[config.mk]
export PLATFORM = sky130hd
export DESIGN_NAME = mcp_sync_rx
export DESIGN_NICKNAME = d
export VERILOG_FILES = /design/src/rtl/mcp_sync_pkg.sv /design/src/rtl/mcp_rx_channel.sv /design/src/rtl/mcp_sync_rx.sv
export SDC_FILE = /design/constraint.sdc
export NUM_CORES = 1
export LEC_CHECK = 0
export CAP_MARGIN = 20
export CORE_MARGIN = 3
export CORE_UTILIZATION = 45
export CTS_BUF_LIST = sky130_fd_sc_hd__clkbuf_2
export DETAILED_ROUTE_END_ITERATION = 16
export PLACE_DENSITY_LB_ADDON = 0.3
export SLEW_MARGIN = 5
export SYNTH_ARGS = -nofsm -noshare
export SYNTH_HDL_FRONTEND = slang
export SYNTH_HIERARCHICAL = 1
export SYNTH_SLANG_ARGS = --single-unit
[constraint.sdc]
create_clock -name i_clock -period 1.3 [get_ports i_clock]
set_input_delay 0.325 -clock i_clock [delete_from_list [all_inputs] [get_ports i_clock]]
set_output_delay 0.325 -clock i_clock [all_outputs]
set_load 0.02 [all_outputs]
[src/rtl/mcp_sync_pkg.sv]
// Shared constants and types for the multi-channel MCP synchronizer receive side.
package mcp_sync_pkg;

  localparam int unsigned NB_DEF          = 8;
  localparam int unsigned NCH_DEF         = 4;
  localparam int unsigned SYNC_STAGES_DEF = 2;
  localparam int unsigned MIN_SYNC_STAGES = 2;

  typedef logic [NB_DEF-1:0] word_t;

endpackage

[src/rtl/mcp_rx_channel.sv]
// One MCP receive channel: request-toggle synchronizer, edge detect,
// recirculating holding register and valid/ack/overrun handshake.
module mcp_rx_channel
  import mcp_sync_pkg::*;
#(
  parameter int unsigned NB          = NB_DEF,
  parameter int unsigned SYNC_STAGES = SYNC_STAGES_DEF
) (
  input  logic          i_clock,
  input  logic          i_reset,
  input  logic [NB-1:0] i_data,
  input  logic          i_req,
  input  logic          i_ready,
  input  logic          i_overrun_clr,
  output logic [NB-1:0] o_data,
  output logic          o_valid,
  output logic          o_ack,
  output logic          o_overrun
);

  logic [SYNC_STAGES-1:0] sync_q;
  logic                   req_prev_q;
  logic                   new_req_c;
  logic                   consume_c;
  logic                   load_c;

  assign new_req_c = sync_q[SYNC_STAGES-1] ^ req_prev_q;
  assign consume_c = o_valid & i_ready;
  // A new word is only taken when the holding register is free this edge.
  assign load_c    = new_req_c & (~o_valid | i_ready);

  always_ff @(posedge i_clock) begin
    if (i_reset) begin
      sync_q     <= '0;
      req_prev_q <= 1'b0;
      o_data     <= '0;
      o_valid    <= 1'b0;
      o_ack      <= 1'b0;
      o_overrun  <= 1'b0;
    end else begin
      sync_q     <= {sync_q[SYNC_STAGES-2:0], i_req};
      req_prev_q <= sync_q[SYNC_STAGES-1];
      if (load_c) begin
        o_data <= i_data;
      end
      o_valid <= new_req_c | (o_valid & ~i_ready);
      if (consume_c) begin
        o_ack <= ~o_ack;
      end
      // A request arriving while a word is still held is a source violation.
      if (new_req_c & o_valid) begin
        o_overrun <= 1'b1;
      end else if (i_overrun_clr) begin
        o_overrun <= 1'b0;
      end
    end
  end

endmodule

[src/rtl/mcp_sync_rx.sv]
// Destination-domain receive side of an NCH-channel multi-cycle-path synchronizer.
module mcp_sync_rx
  import mcp_sync_pkg::*;
#(
  parameter int unsigned NB          = NB_DEF,
  parameter int unsigned NCH         = NCH_DEF,
  parameter int unsigned SYNC_STAGES = SYNC_STAGES_DEF
) (
  input  logic              i_clock,
  input  logic              i_reset,
  input  logic [NCH*NB-1:0] i_data,
  input  logic [NCH-1:0]    i_req,
  input  logic [NCH-1:0]    i_ready,
  input  logic              i_overrun_clr,
  output logic [NCH*NB-1:0] o_data,
  output logic [NCH-1:0]    o_valid,
  output logic [NCH-1:0]    o_ack,
  output logic [NCH-1:0]    o_overrun
);

  if (SYNC_STAGES < MIN_SYNC_STAGES) begin : g_bad_sync_stages
    $error("mcp_sync_rx: SYNC_STAGES must be at least %0d", MIN_SYNC_STAGES);
  end

  for (genvar c = 0; c < NCH; c++) begin : g_ch
    mcp_rx_channel #(
      .NB          (NB),
      .SYNC_STAGES (SYNC_STAGES)
    ) u_ch (
      .i_clock       (i_clock),
      .i_reset       (i_reset),
      .i_data        (i_data[c*NB +: NB]),
      .i_req         (i_req[c]),
      .i_ready       (i_ready[c]),
      .i_overrun_clr (i_overrun_clr),
      .o_data        (o_data[c*NB +: NB]),
      .o_valid       (o_valid[c]),
      .o_ack         (o_ack[c]),
      .o_overrun     (o_overrun[c])
    );
  end

endmodule

==> reports/results.ini, run 1 <==
[status]
status=finished, final reports clean

[cts]
clk_latency_ns=0.41
root_buffer=clkbuf_2
cts_sinks=56
h-tree-depth=2
cts_made_buffers=5
cts_buffer_depth=2
cts.clk_slew.worst_paths_ns=0.25
cts_hold_buf=0
cts_tree=done

[critical_path]
rr_worst_depth=5
worst_setup_path_start_kind=register
crit_required_ns=0.98
path_buf_inv=1
critPathArrivalTime_ns=0.94
max_stage_delay_ns=0.41
critPathSlowestCell=dfxtp_2
reg2reg_from=g_ch[0].u_ch/o_valid
worstPathCellList=buf_6
end_kind=output port
r2r_setup_slack_ns=0.10
timing.rr.end=g_ch[0].u_ch/o_data[1]
critPathMaxFanout=2
critical_path_class=reg2out
path_delay_family=flip-flops

[finish]
num-fill-cells=337
nets=372
fin_cells=395
finalInstanceArea_sq_um=3520
diodes=0
syn_to_final_growth_pct=57.8
layout-drive-gt1-share=0.391

[detailed_routing]
drt_wl_total_um=4730
antenna_left=0
drtIter0Drc=70
drc=0
wl_per_cell_um=12.0
firstDrtPassIters=4
post_drt_via_cell_ratio=4.56
num_vias=1800

[sta]
hold_violations=0
tightestPinTransition_ns=0.267
finalMaxSlewViolations=0
fmax_ghz=0.793
period_share=0.970
fin_crit_ns=1.26
setup_ws_ns=0.0391
skew_ns=0.0111
rsz0062_at_grt=true
relSlewSlack=0.822
setup_viol=0

[yosys]
synth_compound_area_frac=0.0179
muxShareOfSynthArea=0.143
avgSynthCellArea_sq_um=10.3
ys_types=11
syn_nets=259
synth_xor_area_frac=0.0314
netlist_area_sq_um=2230
yosysSeqAreaShare=0.502
synth_top_family_by_area=simple AND/OR/NAND/NOR gates
ys_seq_elements=56
synth_fa_ha_area_frac=0
yosysWarnings=6
synthSimpleGateAreaFrac=0.271
syn_inst=216

[min_path]
min-delay-start=i_reset
hold-path-endpoint=g_ch[3].u_ch/o_overrun
hold_depth=3
hold_path_class=in2reg

[power]
netSwitchingFraction=0.240
ir_drop_v=0.000683
clockPowerShare=0.247
cellLeakagePower_nw=1.44
p_seq_frac=0.556
combPwrFrac=0.197
power_density_nw_per_um2=953
p_int_mw=2.55
switchingPower_uw=807

[die]
row_count=24
fp.coreArea_sq_um=4560
die_w_um=76.4
io_pins=87
start_util=0.489
die_h_um=76.4
dieArea_sq_um=5840

[global_route]
grt_pass1_wl_um=7740
grt_pass1_vias=1743
grt_usage=0.160
antenna_found_initial=0
grt_max_degree=89
overflow=0

[place]
placed_area_sq_um=3200
gp_congestion=0.691
hpwl_um=3060
io_buffers=86
dp_slack_ns=-0.234
dp_cells=368

[flow_run]
cap_viol_max_count=0

==> worst max path at each step <==
stage	from	endpoint	slack [ns]	cells after the start
global placement	i_ready[2]	g_ch[2].u_ch/o_data[6]	-0.23	5
CTS	g_ch[3].u_ch/o_ack	o_ack[3]	-0.02	1
global route	g_ch[3].u_ch/o_data[6]	o_data[30]	-0.06	1
floorplan	g_ch[0].u_ch/o_valid	g_ch[0].u_ch/o_data[0]	0.25	4
finish	g_ch[3].u_ch/o_ack	o_ack[3]	0.04	1
detailed placement	i_ready[1]	g_ch[1].u_ch/o_data[1]	-0.23	5
==> sequential cells by signal (all words and copies together), names as in the netlist <==
register / flops
g_ch.u_ch/o_ack: 4
g_ch.u_ch/req_prev_q: 4
g_ch.u_ch/o_valid: 4
g_ch.u_ch/o_overrun: 4
g_ch.u_ch/sync_q: 8
g_ch.u_ch/o_data: 32
==> cell families (layout without fill, tap and decap cells) <==
family	count (synthesis)	in the layout
and+or+nand+nor	100	100
DFF	56	56
muxes	32	32
buffers and inverters	12	126
AOI/OAI and AO/OA	8	8
xor gates and xnor gates	8	8
==> Yosys cell counts <==
cell type	number	area (sq um)
a21oi_1	8	40.0
buf_6	4	45.0
nand2_1	4	15.0
xor2_1	4	35.0
nor2_1	4	15.0
xnor2_1	4	35.0
nor2b_1	16	100
dfxtp_1	56	1120
clkbuf_1	8	30.0
mux2i_1	32	320
nand2b_1	76	475
==> per-stage QoR <==
stage	setup TNS [ns]	hold slack, ns	power [mW]	utilization
floorplan	0	0.414	2.17	-
global placement	-6.41	0.418	2.47	0.702
detailed placement	-6.78	0.430	2.48	0.702
CTS	-0.0550	0.311	3.38	0.751
global route	-1.42	0.313	3.51	0.772
finish	0	0.358	3.36	0.772
==> cell usage in the layout, fill, tap and decap left out <==
| master | count |
|---|---|
| nand2b_1 | 76 |
| buf_12 | 1 |
| mux2i_1 | 32 |
| xor2_1 | 4 |
| buf_6 | 44 |
| bufinv_16 | 1 |
| nor2_1 | 4 |
| nor2b_1 | 16 |
| dfxtp_2 | 44 |
| buf_2 | 1 |
| clkdlybuf4s50_1 | 41 |
| nand2_1 | 4 |
| buf_4 | 31 |
| xnor2_1 | 4 |
| clkbuf_2 | 6 |
| a21oi_1 | 8 |
| clkinv_2 | 1 |
| dfxtp_1 | 12 |
==> layer usage <==
layer / GRT usage / wire length [um] / vias up
met2: 0.272 / 2260 / 66
met3: 0.0591 / 368 / 2
li1: - / - / 909
met5: 0 / 0 / -
met4: 0.0435 / 15 / 0
met1: 0.190 / 2080 / 823
==> power by group through the flow <==
stage | Combinational (mW) | Sequential [mW] | Clock, mW
final | 0.663 | 1.87 | 0.828
after global placement | 0.599 | 1.87 | 0
after detailed placement | 0.607 | 1.87 | 0
after global routing | 0.710 | 1.88 | 0.924
after CTS | 0.642 | 1.86 | 0.880
after floorplan | 0.216 | 1.96 | 0
==> final cells by class <==
type                       instances  area [sq um]  share of cell area
clock buffer                       6          30.0             0.00853
timing repair buffer             118          1160               0.330
multi-input combinational        148          1040               0.294
sequential                        56          1180               0.334
clock inverter                     2          35.0             0.00995
tap                               65          81.3              0.0231
==> timing repair <==
action                                  CTS  global route
endpoints found under the setup margin   44            44
buffers inserted                         12             7
gates resized for setup                 297            11
(Power assumes the default switching activity.)
==> run 2: changes to the inputs <==
--- a/config.mk
+++ b/config.mk
@@ -7,8 +7,8 @@
 export LEC_CHECK = 0
 export CAP_MARGIN = 20
 export CORE_MARGIN = 3
-export CORE_UTILIZATION = 45
-export CTS_BUF_LIST = sky130_fd_sc_hd__clkbuf_2
+export CORE_UTILIZATION = 43
+export CTS_CLUSTER_SIZE = 16
 export DETAILED_ROUTE_END_ITERATION = 16
 export PLACE_DENSITY_LB_ADDON = 0.3
 export SLEW_MARGIN = 5
==> reports/results.ini, run 2 (same netlist as run 1, synthesis figures left out) <==
[critical_path]
path_buf_inv=1
max_stage_delay_ns=0.33
path_delay_family=flip-flops
worst_setup_path_start_kind=register
crit_required_ns=0.98
end_kind=output port
critPathMaxFanout=2
worstPathCellList=clkdlybuf4s15_1
critPathSlowestCell=dfxtp_1
critPathArrivalTime_ns=0.93
critical_path_class=reg2out

[detailed_routing]
antenna_left=0
drc=0
firstDrtPassIters=4
wl_per_cell_um=11.9
num_vias=1677
post_drt_via_cell_ratio=4.47
drt_wl_total_um=4460
drtIter0Drc=48

[sta]
whs_ns=0.451
tightestPinTransition_ns=0.277
setup_tns_ns=0
period_share=0.967
finalMaxSlewViolations=0
hold_violations=0
skew_ns=0.00644
setup_viol=0
fmax_ghz=0.795
setup_ws_ns=0.0427
fin_crit_ns=1.26
relSlewSlack=0.815

[global_route]
grt_usage=0.153
antenna_found_initial=0
grt_max_degree=89
grt_pass1_wl_um=7450
grt_pass1_vias=1669
overflow=0

[finish]
finish.utilization=0.645
largest_registers=g_ch.u_ch/o_data x32, g_ch.u_ch/sync_q x8
num-fill-cells=448
top_register=g_ch.u_ch/o_data
diodes=0
largest_register_ffs=32
nets=350
layout-drive-gt1-share=0.201
mostFrequentLayoutCell=nand2b_1
fin_cells=375
syn_to_final_growth_pct=41.0
mostFrequentLayoutCells=nand2b_1 (76), dfxtp_1 (56), clkdlybuf4s50_1 (41)

[die]
die_w_um=78.1
dieArea_sq_um=6090
io_pins=87
die_h_um=78.1
fp.coreArea_sq_um=4880
start_util=0.457
row_count=25

[cts]
root_buffer=clkbuf_8
cts_buffer_depth=2
h-tree-depth=2
cts_sinks=56
cts.clk_slew.worst_paths_ns=0.09
cts_made_buffers=5
cts.repair.resized=108
cts_tree=done
cts_hold_buf=0
cts_setup_buffers=0
clk_latency_ns=0.31

[place]
hpwl_um=3180
dp_slack_ns=-0.230
dp_cells=367
io_buffers=86
gp_congestion=0.689

[status]
status=finished, final reports clean

[power]
ir_drop_v=0.000586
power_density_nw_per_um2=1060
cellLeakagePower_nw=1.24

[flow_run]
cap_viol_max_count=0

[min_path]
hold_path_class=reg2reg

## run 2: cell types whose count changed in the layout (fill, tap and decap cells not counted)
cell,change
dfxtp_1,+44
clkdlybuf4s15_2,+13
clkdlybuf4s15_1,+1
clkinv_2,+1
bufinv_16,-1
clkbuf_8,+6
buf_2,+7
dfxtp_2,-44
buf_4,-23
buf_6,-43
clkbuf_2,+17
## run 2: path summary, 6_finish.rpt
check | start | end | slack (ns) | cells after the start
max reg2reg | g_ch[3].u_ch/o_valid | g_ch[3].u_ch/o_data[2] | 0.16 | 5
min reg2reg | g_ch[0].u_ch/sync_q[0] | g_ch[0].u_ch/sync_q[1] | 0.45 | 1
min | g_ch[0].u_ch/sync_q[0] | g_ch[0].u_ch/sync_q[1] | 0.45 | 1
max | g_ch[0].u_ch/o_data[7] | o_data[7] | 0.04 | 1
## run 2: stage by stage
step	instance area, sq um	power, mW
CTS	3300	3.42
global placement	3180	2.47
detailed placement	3180	2.48
global route	3150	3.50
floorplan	2230	2.17
finish	3150	3.34
## run 2: layout make-up
cell class | count | area, sq um | share of cell area
clock buffer | 6 | 82.6 | 0.0262
timing repair buffer | 96 | 813 | 0.258
tap | 67 | 83.8 | 0.0266
sequential | 56 | 1120 | 0.356
clock inverter | 2 | 10.0 | 0.00318
multi-input combinational | 148 | 1040 | 0.329
## run 2: routing by layer
layer | part of all wire | up-vias | GRT usage | routed length (um)
met3 | 0.069 | 7 | 0.0493 | 307
met1 | 0.47 | 742 | 0.192 | 2100
met2 | 0.44 | 62 | 0.239 | 1970
met4 | 0.018 | 0 | 0.0682 | 82
met5 | 0 | - | 0 | 0
li1 | - | 866 | - | -
## run 2: report_power, final
| group | internal [mW] | switching [mW] |
|---|---|---|
| Sequential | 1.80 | 0.0403 |
| Clock | 0.426 | 0.533 |
| Combinational | 0.306 | 0.243 |
